<file path="src/rtl/add_roundkey_stream.sv">
// Streaming AddRoundKey: XORs DATA_W-bit beats of the AES state with the matching
// slice of a round key that is captured on the first beat of every block.
module add_roundkey_stream #(
  parameter int DATA_W = 32,
  parameter int BEATS  = 128 / DATA_W
) (
  input  logic              clk,
  input  logic              rst,
  input  logic              in_valid,
  output logic              in_ready,
  input  logic [DATA_W-1:0] in_data,
  input  logic              in_last,
  input  logic [127:0]      round_key,
  output logic              out_valid,
  input  logic              out_ready,
  output logic [DATA_W-1:0] out_data,
  output logic              out_last,
  output logic              frame_err
);

  localparam int CNT_W = (BEATS > 1) ? $clog2(BEATS) : 1;
  localparam int SLOTS = 1 << CNT_W;

  if (!(DATA_W == 8 || DATA_W == 16 || DATA_W == 32 || DATA_W == 64 || DATA_W == 128)
      || BEATS != 128 / DATA_W) begin : g_bad_width
    $error("add_roundkey_stream: DATA_W must be 8/16/32/64/128 and BEATS must stay 128/DATA_W");
  end

  logic [CNT_W-1:0]  beat_cnt_r;
  logic [127:0]      key_q_r;
  logic              accept_s;
  logic              last_idx_s;
  logic [DATA_W-1:0] key_slice_s;
  logic [DATA_W-1:0] key_words_s [SLOTS];

  // Padding slots exist only so the beat counter can index the table at full width.
  for (genvar k = 0; k < SLOTS; k++) begin : g_slot
    if (k < BEATS) begin : g_real
      assign key_words_s[k] = key_q_r[127 - k*DATA_W -: DATA_W];
    end else begin : g_pad
      assign key_words_s[k] = {DATA_W{1'b0}};
    end
  end

  assign in_ready    = !out_valid || out_ready;
  assign accept_s    = in_valid && in_ready;
  assign last_idx_s  = (beat_cnt_r == CNT_W'(BEATS - 1));
  // Beat 0 must use the live key because key_q_r is only being loaded on that edge.
  assign key_slice_s = (beat_cnt_r == CNT_W'(0)) ? round_key[127 -: DATA_W]
                                                 : key_words_s[beat_cnt_r];

  // Output register, key capture, beat counter and framing pulse.
  always_ff @(posedge clk or posedge rst) begin
    if (rst) begin
      out_valid  <= 1'b0;
      out_data   <= {DATA_W{1'b0}};
      out_last   <= 1'b0;
      frame_err  <= 1'b0;
      beat_cnt_r <= {CNT_W{1'b0}};
      key_q_r    <= 128'd0;
    end else begin
      frame_err <= accept_s && (in_last != last_idx_s);
      if (accept_s) begin
        out_valid <= 1'b1;
        out_data  <= in_data ^ key_slice_s;
        out_last  <= in_last;
        if (beat_cnt_r == CNT_W'(0)) begin
          key_q_r <= round_key;
        end
        // A framing error still resyncs: short blocks end at in_last, long ones wrap.
        beat_cnt_r <= (in_last || last_idx_s) ? {CNT_W{1'b0}} : beat_cnt_r + CNT_W'(1);
      end else if (out_ready) begin
        out_valid <= 1'b0;
      end
    end
  end

endmodule
</file>
<file path="config.mk">
export PLATFORM = sky130hd
export DESIGN_NAME = add_roundkey_stream
export DESIGN_NICKNAME = d
export VERILOG_FILES = /design/src/rtl/add_roundkey_stream.sv
export SDC_FILE = /design/constraint.sdc
export NUM_CORES = 1
export LEC_CHECK = 0
export ABC_AREA = 1
export BUFFER_PORTS_ARGS = -buffer_cell sky130_fd_sc_hd__buf_4
export CORE_MARGIN = 2
export CORE_UTILIZATION = 53
export DETAILED_ROUTE_END_ITERATION = 7
export PLACE_DENSITY = 0.77
export SLEW_MARGIN = 20
export SYNTH_ARGS = -nofsm -noshare
export SYNTH_HDL_FRONTEND = slang
export SYNTH_SLANG_ARGS = --single-unit
</file>
<file path="constraint.sdc">
create_clock -name clk -period 11.4 [get_ports clk]
set_clock_uncertainty 0.15 [all_clocks]
set_input_delay 1.14 -clock clk [delete_from_list [all_inputs] [get_ports clk]]
set_output_delay 1.14 -clock clk [all_outputs]
set_load 0.1 [all_outputs]
</file>
Word level (Yosys, flattened, before mapping)
Index checks and enable logic that the tools add are counted.

storage, ports and cells
  bits in registers = 165
  bits of input ports = 165
  logic and storage cells = 27

operators by class
  add/subtract/negate cells = 1
  order comparisons = 1
  equal/unequal tests = 2
  mux-type cells = 7
  bitwise logic cells = 2
  reduce and logical (&&, ||, !) cells = 8

operators with widths
  cell                   number
  $mux W32               3
  $bmux W32 S2           1
  $xor A32 B32 Y32       1
  $ge A3 B3 Y1 const B   1
  $not A2 Y3             1
  $add A2 B1 Y2 const B  1
  $eq A2 B2 Y1 const B   1
  $logic_and A1 B1 Y1    2
  $logic_not A2 Y1       1
  $logic_or A1 B1 Y1     2
  $mux W1                2
  $mux W2                1
  $reduce_and A2 Y1      1
  $reduce_bool A2 Y1     1
  $logic_not A1 Y1       1
  $ne A1 B1 Y1           1

Depth between registers and ports, before layout
Gate-level depths: netlist of run 1.

  word-level depth = 6
  depth in mapped cells = 10

Worst setup path before layout of run 1
OpenSTA, ideal clock, no wires.

  kind = input to output
  start point = input port out_ready
  end point = output port in_ready
  arrival = 1,428 ps
  required time = 10,110 ps
  slack = 8,682 ps
  stages = 2
  path through = inv_2 > nand2_4

on the way
  cells in the longest elaborated chain, start to end = 1

RTL lines
  element             line  text
  start: declaration  15    input logic out_ready,
  $logic_or A1 B1 Y1  45    assign in_ready = !out_valid || out_ready;
  end: declaration    10    output logic in_ready,

Every way passes these cells.

Final worst setup path of run 1
  start point = register beat_cnt_r[0]
  end point = register key_q_r[49]

on the way
  cells in the longest elaborated chain, start to end = 2

RTL lines
  element                             line  text
  start: declaration                  29    logic [CNT_W-1:0] beat_cnt_r;
  start signal: assignment            59    beat_cnt_r <= {CNT_W{1'b0}};
  start signal: assignment            71    beat_cnt_r <= (in_last || last_idx_s) ? {CNT_W{1'b0}} : beat_cnt_r + CNT_W'(1);
  $logic_not A2 Y1                    67    if (beat_cnt_r == CNT_W'(0)) begin
  $reduce_and A2 Y1 (no source line)  --
  end signal: assignment              68    key_q_r <= round_key;
  end: declaration                    30    logic [127:0] key_q_r;

Every way passes these cells.
A chain may end at the register's enable or synchronous reset.

==> metrics.txt, run 1 <==
Max-slew headroom=27.6%; fmax=247 MHz; synth unique cells=20; clock transition at the registers of the reported paths=roughly 60 ps; Max-Cap Viols=0; post-synthesis xor/xnor area fraction=0%; Post-route DRC=0; Area Overhead vs Synth=20.9%; Yosys warning total=0; Worst Hold Class=register to register; status=complete, no violations; GPL Wtd Cong=0.850; antenna cell count=0; fin nets=1542; TritonCTS buffer count=17; Tot GR Track Use=26.7%; die area=18300 sq um; largest net degree at the start of global routing=between 150 and 200; RSZ-0062 raised after global routing=false; hold bufs inserted after CTS=0; Port Buffers=200; ratio of final minimum period to clock period=35.5%; Pleak=0.00606 uW; Root Buffer=clkbuf_16; DP Area=between 10000 and 15000 sq um; mux cell area share after synthesis=0%; Clock Path Buffers=2; Core Area=16700 sq um; number of routed nets with antenna violations=0; Pre-antenna DRT Iters=5; number of synthesized register bits=165; # Post-CTS Setup Buffers=0; Arr. time, crit path=4240 ps; syn_nets=1384; Setup TNS Final=0 ps; CTS tree=built; Post-Syn Instances=1216; layout cell share with drive strength beyond 1=24.9%; Final Hold Violating Endpoints=0; Synth Area in Compound Gates=roughly 10%; register area=4130 sq um; min cycle time layout=4050 ps; hpwl dp=15700 um; worst path required time=11590 ps; register area share after synthesis=45.2%; Mapped Area=9130 sq um; vias in the first global route=between 7000 and 8000; Worst Setup End Kind=register; Post-CTS Resized=0; Pwr Density=236 nW/um^2; final instance area=11000 sq um; CP startpoint kind=register; Starting Density=a little over half; worst skew pair latency=430 ps; Synth Area in Adders=less than 1%; CTS Sinks=165; routed wire length=23600 um; IO Count=201; Die X=135 um; GR Overflow Total=0; max-slew violations=0; routed vias=around 8000; via/cell ratio=5.07; Synth Area in Simple Gates=between 30% and 40%; Slew @ Worst Pin=between 1000 and 1500 ps; 1st-iter DRT viols=580; H-tree levels=4; global-route wire length before repair=38300 um; Fillers=1528; maximum vdd drop=0.000148 V; die height=approximately 140 um; initial antenna violation count=0; crit path max fanout=about 120; area of the multi-input gates=3750 sq um; critical path class=register to register; largest family of logic cells by synthesized area=simple AND/OR/NAND/NOR gates; Routed WL per cell=14.7 um; syn_area_per_cell=7.51 sq um; # setup viols final=0; Row Count=47
-- path summary, 6_finish.rpt --
| path | start | to | slack, ps | cells after the start |
|---|---|---|---|---|
| worst min-delay path | key_q_r[127]$_DFFE_PP0P_ | key_q_r[127]$_DFFE_PP0P_ | 330 | 2 |
| min in group asynchronous | rst | key_q_r[27]$_DFFE_PP0P_ | 770 | 2 |
| worst max register to register | beat_cnt_r[0]$_DFFE_PP0P_ | key_q_r[49]$_DFFE_PP0P_ | 7350 | 9 |
| max in group asynchronous | rst | key_q_r[111]$_DFFE_PP0P_ | 8950 | 3 |
| worst min register to register | key_q_r[127]$_DFFE_PP0P_ | key_q_r[127]$_DFFE_PP0P_ | 330 | 2 |
| worst max-delay path | beat_cnt_r[0]$_DFFE_PP0P_ | key_q_r[49]$_DFFE_PP0P_ | 7350 | 9 |
-- metrics by stage --
| step | total power [uW] | setup WS [ps] | hold WS, ps | utilization (%) | std cells |
|---|---|---|---|---|---|
| 5_1_grt | 2790 | 7090 | 354 | 66.1 | 1607 |
| 3_3_place_gp | 2040 | 7170 | 316 | 62.6 | 1574 |
| 4_1_cts | 2620 | 7290 | 337 | 65.9 | 1606 |
| 2_1_floorplan | 1830 | 5650 | 303 | - | 1216 |
| 3_5_place_dp | 2070 | 7120 | 317 | 62.6 | 1574 |
| 6_report | 2600 | 7350 | 332 | 66.1 | 1607 |
-- registers in the layout, summed over array words and instances (netlist names) --
| register | count |
|---|---|
| beat_cnt_r | 2 |
| frame_err | 1 |
| out_data | 32 |
| out_valid | 1 |
| key_q_r | 128 |
| out_last | 1 |
-- cell families after synthesis --
logic type                 after synthesis
AOI/OAI and AO/OA                      131
DFF                                    165
buffers and inverters                  269
adders and majority gates                3
and+or+nand+nor                        648
-- synthesized netlist by cell type (all sizes together) --
cell type / instances / area share [%]
inv: 201 / 8.3
buf: 60 / 5.2
nand3: 194 / 11
o21ai: 35 / 1.9
nor2: 97 / 4.8
ha: 3 / 0.41
clkbuf: 8 / 0.33
dfrtp: 165 / 45
a21oi: 96 / 8.1
nand2: 357 / 15
-- worst max-delay path, cell delays in order, from the launching register on --
cell	delay (ps)
dfrtp_2	330
buf_4	620
inv_2	80
ha_2	200
buf_4	350
nand2_8	440
buf_16	410
buf_4	880
nor2_1	160
a21oi_2	160
-- area by class of cell --
cell class | instances | area share [%]
Sequential cell | 165 | 37.4
Multi-Input combinational cell | 782 | 34.0
Timing Repair Buffer | 207 | 14.3
Inverter | 201 | 6.91
Clock buffer | 23 | 4.24
Tap cell | 220 | 2.49
Clock inverter | 9 | 0.714
-- metal layers --
metal | global-route usage (%) | vias to the layer above | share of wire [%]
met4 | 9.20 | 0 | 2.2
met2 | 45.2 | 279 | 49
met1 | 33.8 | 3777 | 41
li1 | - | 4059 | -
met3 | 6.43 | 29 | 7.6
met5 | 0 | - | 0
-- power breakdown --
part	switching [uW]	total (uW)	internal, uW
logic	829	1170	346
registers	87.8	889	802
clock network	230	541	311
-- placed cells by master (no fill, tap or decap), drive strengths merged --
master	n
nand2	357
buf	207
inv	200
nand3	194
dfrtp	165
nor2	97
a21oi	96
o21ai	35
clkbuf	23
clkinv	7
ha	3
clkinvlp	2
bufinv	1
Power figures use the tool's default switching activity.
==> inputs of run 2 (changes only) <==
- CORE_UTILIZATION: 53 -> 50
- PLACE_DENSITY: 0.77 -> 0.76
- clock period: 11.4 -> 3.7 ns (I/O delays scaled with it)
==> run 2 against run 1 <==
  * Final area rose by 1.9%
  * Sequential share of layout area fell by 0.70 points
  * Setup slack got worse by 6300 ps
  * Maximum frequency rose by 51%
  * Sequential power rose to 3.1 times the previous value
  * Clock power rose to 3.8 times the previous value
  * Worst hold slack got worse by 310 ps
  * First-iteration DRC count rose by 3.3%
  * Core utilization fell by 3.5 points
  * Total power rose to 3.2 times the previous value
  * Via count rose by 0.20%
==> metrics.txt, run 2 (synthesis results as in run 1) <==
status=complete, no violations; switching pwr=3570 uW; CTS Sinks=around 170; power share of the combinational group=43.3%; routed wire length=24300 um; # Post-CTS Setup Buffers=0; CP startpoint kind=register; Hold Path Sink=key_q_r[8]$_DFFE_PP0P_; critical path class=register to register; hold depth=3; Row Count=49; worst skew pair latency=430 ps; Pleak=approximately 0.0062 uW; Post-CTS Resized=0; 1st-iter DRT viols=599; clock share of power=approximately a quarter; Worst R2R Setup Slack=1030 ps; Setup TNS Final=0 ps; die height=139 um; H-tree levels=4; crit path max fanout=71; Die X=roughly 140 um; clock transition at the registers of the reported paths=70 ps; largest reg by FF count=key_q_r; switch share=42.4%; vias in the first global route=7966; Final Hold Violating Endpoints=0; max-slew violations=0; IO Count=approximately 200; final core occ=62.6%; reg2reg path depth=7; Seq pwr share=around a third; largest registers=key_q_r: 128 flops, out_data: 32 flops, beat_cnt_r: 2 flops; largest net degree at the start of global routing=90; Pwr Density=749 nW/um^2; critical register-to-register path endpoint=key_q_r[47]$_DFFE_PP0P_; TritonCTS buffer count=17; Root Buffer=clkbuf_16; # setup viols final=0; Worst Setup End Kind=register; Port Buffers=200; final instance area=11200 sq um; hpwl dp=16400 um; hold bufs inserted after CTS=1; die area=between 15000 and 20000 sq um; antenna cell count=0; Worst Hold Class=input port to register; number of routed nets with antenna violations=0; initial antenna violation count=0; Power Internal=4860 uW; Slew @ Worst Pin=832 ps; global-route wire length before repair=39300 um; routed vias=8160; DP Area=10600 sq um; Post-route DRC=0; Area Overhead vs Synth=23.2%; ratio of final minimum period to clock period=72.3%; commonest non-fill, non-tap cell in the layout=nand2_1; GR Overflow Total=0; Core Area=18000 sq um; Max-Cap Viols=0; Starting Density=50.8%; R2R Path Start=out_valid$_DFFE_PP0P_; fmax=~370 MHz; RSZ-0062 raised after global routing=false; Max-slew headroom=44.4%; commonest non-fill, non-tap cells in the layout=nand2_1, buf_4, inv_1, nand3_1, dfrtp_1; maximum vdd drop=0.000532 V; Largest register FFs=between 100 and 150; Clock Path Buffers=2; PnR Total Power=8430 uW; startpoint of the worst hold path=round_key[8]; Tot GR Track Use=25.6%; via/cell ratio=5.02; GPL Wtd Cong=a little under 0.9; Arr. time, crit path=around 2800 ps; Routed WL per cell=15.0 um; CTS tree=built; Fin Hold WS=around 24 ps; worst path required time=3840 ps; Pre-antenna DRT Iters=5; layout cell share with drive strength beyond 1=25.5%; min cycle time layout=2670 ps; fin nets=1550
## run 2: layer usage
layer  track usage (%)  share of wire [%]
met5                 0                  0
met2              42.6                 47
met4              10.4                3.4
met1              32.3                 42
met3              6.18                7.1
## run 2: metrics by stage
| stage | worst slack (ps) | instances |
|---|---|---|
| 6_report | 1030 | 1624 |
| 2_1_floorplan | 1080 | 1216 |
| 3_5_place_dp | 926 | 1591 |
| 4_1_cts | 1010 | 1624 |
| 5_1_grt | 790 | 1624 |
| 3_3_place_gp | 976 | 1591 |
## run 2: final cells by class
type                       instances  area (sq um)
clock buffer                      20           457
inverter                         201           761
sequential                       165          4130
tap                              229           287
timing repair buffer             215          1640
multi-input combinational        782          3750
fill                            1608          6720
clock inverter                    12           224
## run 2: how the worst max path moves through the flow
stage                          startpoint                         to  slack [ps]  cells after the start
floorplan                             rst  beat_cnt_r[0]$_DFFE_PP0P_        1080                      1
global placement                out_ready     key_q_r[6]$_DFFE_PP0P_         980                      9
detailed placement              out_ready    key_q_r[65]$_DFFE_PP0P_         930                      9
CTS                 out_valid$_DFFE_PP0P_    key_q_r[13]$_DFFE_PP0P_        1010                      7
global route        out_valid$_DFFE_PP0P_    key_q_r[67]$_DFFE_PP0P_         790                      7
finish              out_valid$_DFFE_PP0P_    key_q_r[47]$_DFFE_PP0P_        1030                      7
## run 2: worst max-delay path: stages (launching register included)
cell	delay, ps
dfrtp_1	410
nand2_4	120
nand2_8	180
inv_4	420
nand2_8	430
buf_4	500
nor2_1	210
a21oi_2	40
## run 2: power groups by stage
stage               clock network, uW  logic, uW  registers [uW]
floorplan                           0       2110            3530
CTS                              2070       3680            2730
global placement                    0       3570            2740
detailed placement                  0       3650            2760
global route                     2150       4040            2800
finish                           2040       3650            2740
==> inputs of run 3 (changes only) <==
- ABC_AREA: 1 -> 0
- CORE_UTILIZATION: 50 -> 53
- PLACE_DENSITY: 0.76 -> 0.78
- clock period: 3.7 -> 2.78 ns (I/O delays scaled with it)
==> run 3 against run 2 <==
  * Sequential share of layout area is 1.7 points lower
  * Combinational power is 22% higher
  * Synthesized cell count fell by 46%
  * Via count fell by 16%
  * Total power increased by 26%
  * Critical path type unchanged
  * Clock power grew 12%
  * Maximum frequency is 3.2% higher
  * Critical endpoint is now out_data[10]$_DFFE_PP0P_
==> metrics.txt, run 3 <==
Yosys warning total=0; die height=roughly 130 um; RSZ-0062 raised after global routing=false; # Post-CTS Setup Buffers=0; CP Capture Point=out_data[10]$_DFFE_PP0P_; synth unique cells=24; Slew @ Worst Pin=~1100 ps; die area=16700 sq um; top cells by count, synth=dfrtp_1, mux2_2, mux2i_1; critical register-to-register path endpoint=out_data[10]$_DFFE_PP0P_; Pre-antenna DRT Iters=5; commonest non-fill, non-tap cell in the layout=buf_4; Root Buffer=clkbuf_16; vias in the first global route=around 7400; Synth async-reset ratio=100%; Mapped Area=8320 sq um; GPL Wtd Cong=0.773; status=complete, no violations; PnR Total Power=10600 uW; startpoint of the worst hold path=in_last; worst path cell trace=inv_1, ha_2, buf_4, nor2b_4, a21oi_1, mux2i_1, nand2_1; Synth area leader=dfrtp_1; Tot GR Track Use=29.6%; clock transition at the registers of the reported paths=60 ps; Fillers=just under 900; register area share after synthesis=49.6%; number of synthesized register bits=165; worst skew pair latency=between 400 and 500 ps; fmax=386 MHz; Post-route DRC=0; Max-slew headroom=roughly a quarter; reg2reg path depth=7; top post-synthesis cells by area=dfrtp_1, mux2_2, mux2i_1, a32oi_1, and3_1; number of routed nets with antenna violations=0; Post-synth EDFFs=0; # setup viols final=0; Row Count=45; largest reg by FF count=key_q_r; Clock Path Buffers=2; layout cell share with drive strength beyond 1=39.4%; Pleak=between 0.005 and 0.006 uW; Final Hold Violating Endpoints=0; Setup TNS Final=0 ps; max-slew violations=0; Worst Setup End Kind=register; H-tree levels=4; global-route wire length before repair=37900 um; max incr delay on CP=830 ps; crit path max fanout=32; IO Count=between 200 and 250; commonest non-fill, non-tap cells in the layout=buf_4, dfrtp_1, dlygate4sd3_1, mux2_2, mux2i_1; post-synth top area share=49.6%; GR Overflow Total=0; Core Area=15300 sq um; routed vias=6822; Die X=129 um; Routed WL per cell=a little over 20 um; Crit. Startpoint=beat_cnt_r[1]$_DFFE_PP0P_; maximum vdd drop=0.000675 V; 1st-iter DRT viols=roughly 500; Worst R2R Setup Slack=190 ps; fin nets=~1100; routed wire length=24500 um; Post-Syn Instances=659; CTS tree=built; via/cell ratio=around 5.7; Starting Density=54.5%; Critical-path top delay cell=nor2b_4; largest net degree at the start of global routing=between 60 and 70; TritonCTS buffer count=17; Fin Hold WS=34.1 ps; CTS Sinks=165; Port Buffers=200; most common cell in the netlist=dfrtp_1; Largest register FFs=around 130; Area Overhead vs Synth=41.9%; CP startpoint kind=register; largest registers=key_q_r: 128 flops, out_data: 32 flops, beat_cnt_r: 2 flops; Worst Hold Class=input port to register; R2R Path Start=beat_cnt_r[1]$_DFFE_PP0P_; Pwr Density=897 nW/um^2; predominant post-synthesis flop cell=dfrtp_1; syn_nets=roughly 830; Arr. time, crit path=2750 ps; worst path required time=2940 ps; hpwl dp=around 15000 um; Max-Cap Viols=0; ratio of final minimum period to clock period=93.2%; critical path class=register to register; min cycle time layout=2590 ps; syn_area_per_cell=between 10 and 15 sq um; initial antenna violation count=0
==> run 3: changes by cell type after synthesis, sizes merged, moves of 34 or more <==
cell	delta
nor2b	+34
mux2i	+96
a21oi	-64
nand2	-319
mux2	+128
inv	-194
nand3	-192
nor2	-96
==> run 3: what timing repair did <==
action / in CTS / in global routing
endpoints found under the hold margin: 147 / 0
hold buffers: 129 / 0
endpoints found under the setup margin: 0 / 5
gates resized for setup: 0 / 1
==> run 3: cell type report <==
cell class / instances / area [sq um] / share of cell area (%)
clock inverter: 10 / 106 / 0.901
clock buffer: 22 / 454 / 3.85
antenna: 1 / 2.50 / 0.0212
timing repair buffer: 343 / 2990 / 25.3
multi-input combinational: 435 / 3830 / 32.5
inverter: 7 / 30.0 / 0.254
tap: 211 / 264 / 2.24
sequential: 165 / 4130 / 35.0
==> run 3: worst min-delay path by stage <==
stage                                         end  slack [ps]  depth (start not counted)
after floorplan            key_q_r[0]$_DFFE_PP0P_         280                          1
after global placement    key_q_r[59]$_DFFE_PP0P_         230                          2
after detailed placement  key_q_r[27]$_DFFE_PP0P_         240                          2
after CTS                    out_last$_DFFE_PP0P_          30                          3
after global routing         out_last$_DFFE_PP0P_          30                          3
final                        out_last$_DFFE_PP0P_          30                          3
==> run 3: kinds of logic (layout without fill, tap and decap cells) <==
| kind of cell | Yosys count | in the layout | synth area share, % |
|---|---|---|---|
| compound gates | 99 | 99 | 9.28 |
| fa+ha+maj | 3 | 3 | 0.451 |
| buf+inv | 60 | 382 | 4.66 |
| flops | 165 | 165 | 49.6 |
| mux | 224 | 224 | 28.9 |
| other cells | 0 | 1 | 0 |
| simple gates | 108 | 109 | 7.13 |
==> run 3: metrics by stage <==
step | utilization (%) | cells | cell area, sq um | setup slack [ps]
5_1_grt | 77.4 | 1193 | 11800 | 82.8
6_report | 77.4 | 1194 | 11800 | 188
3_5_place_dp | 65.2 | 1031 | 9950 | 193
3_3_place_gp | 65.2 | 1031 | 9950 | 332
4_1_cts | 77.3 | 1192 | 11800 | 154
2_1_floorplan | - | 659 | 8330 | 245
==> run 3: layer usage <==
| metal | wire length [um] | GRT usage (%) | up-vias |
|---|---|---|---|
| met5 | 0 | 0 | - |
| met4 | 792 | 13.7 | 0 |
| met3 | 1580 | 6.85 | 69 |
| met2 | 12200 | 50.8 | 308 |
| met1 | 9900 | 35.4 | 3369 |
| li1 | - | - | 3076 |
==> run 3: report_power, final <==
part	switching (uW)	internal [uW]	leakage, uW
Clock	946	1340	0.000277
Sequential	546	3330	0.00195
Combinational	2740	1700	0.00319
Total	4230	6360	0.00542
==> run 3: worst max-delay path: cells and delay by family (launching register included) <==
kind / cells / cell delay [ps]
adders and majority gates: 1 / 210
AOI/OAI and AO/OA: 1 / 220
and+or+nand+nor: 2 / 910
buffers and inverters: 2 / 280
DFF: 1 / 450
muxes: 1 / 240
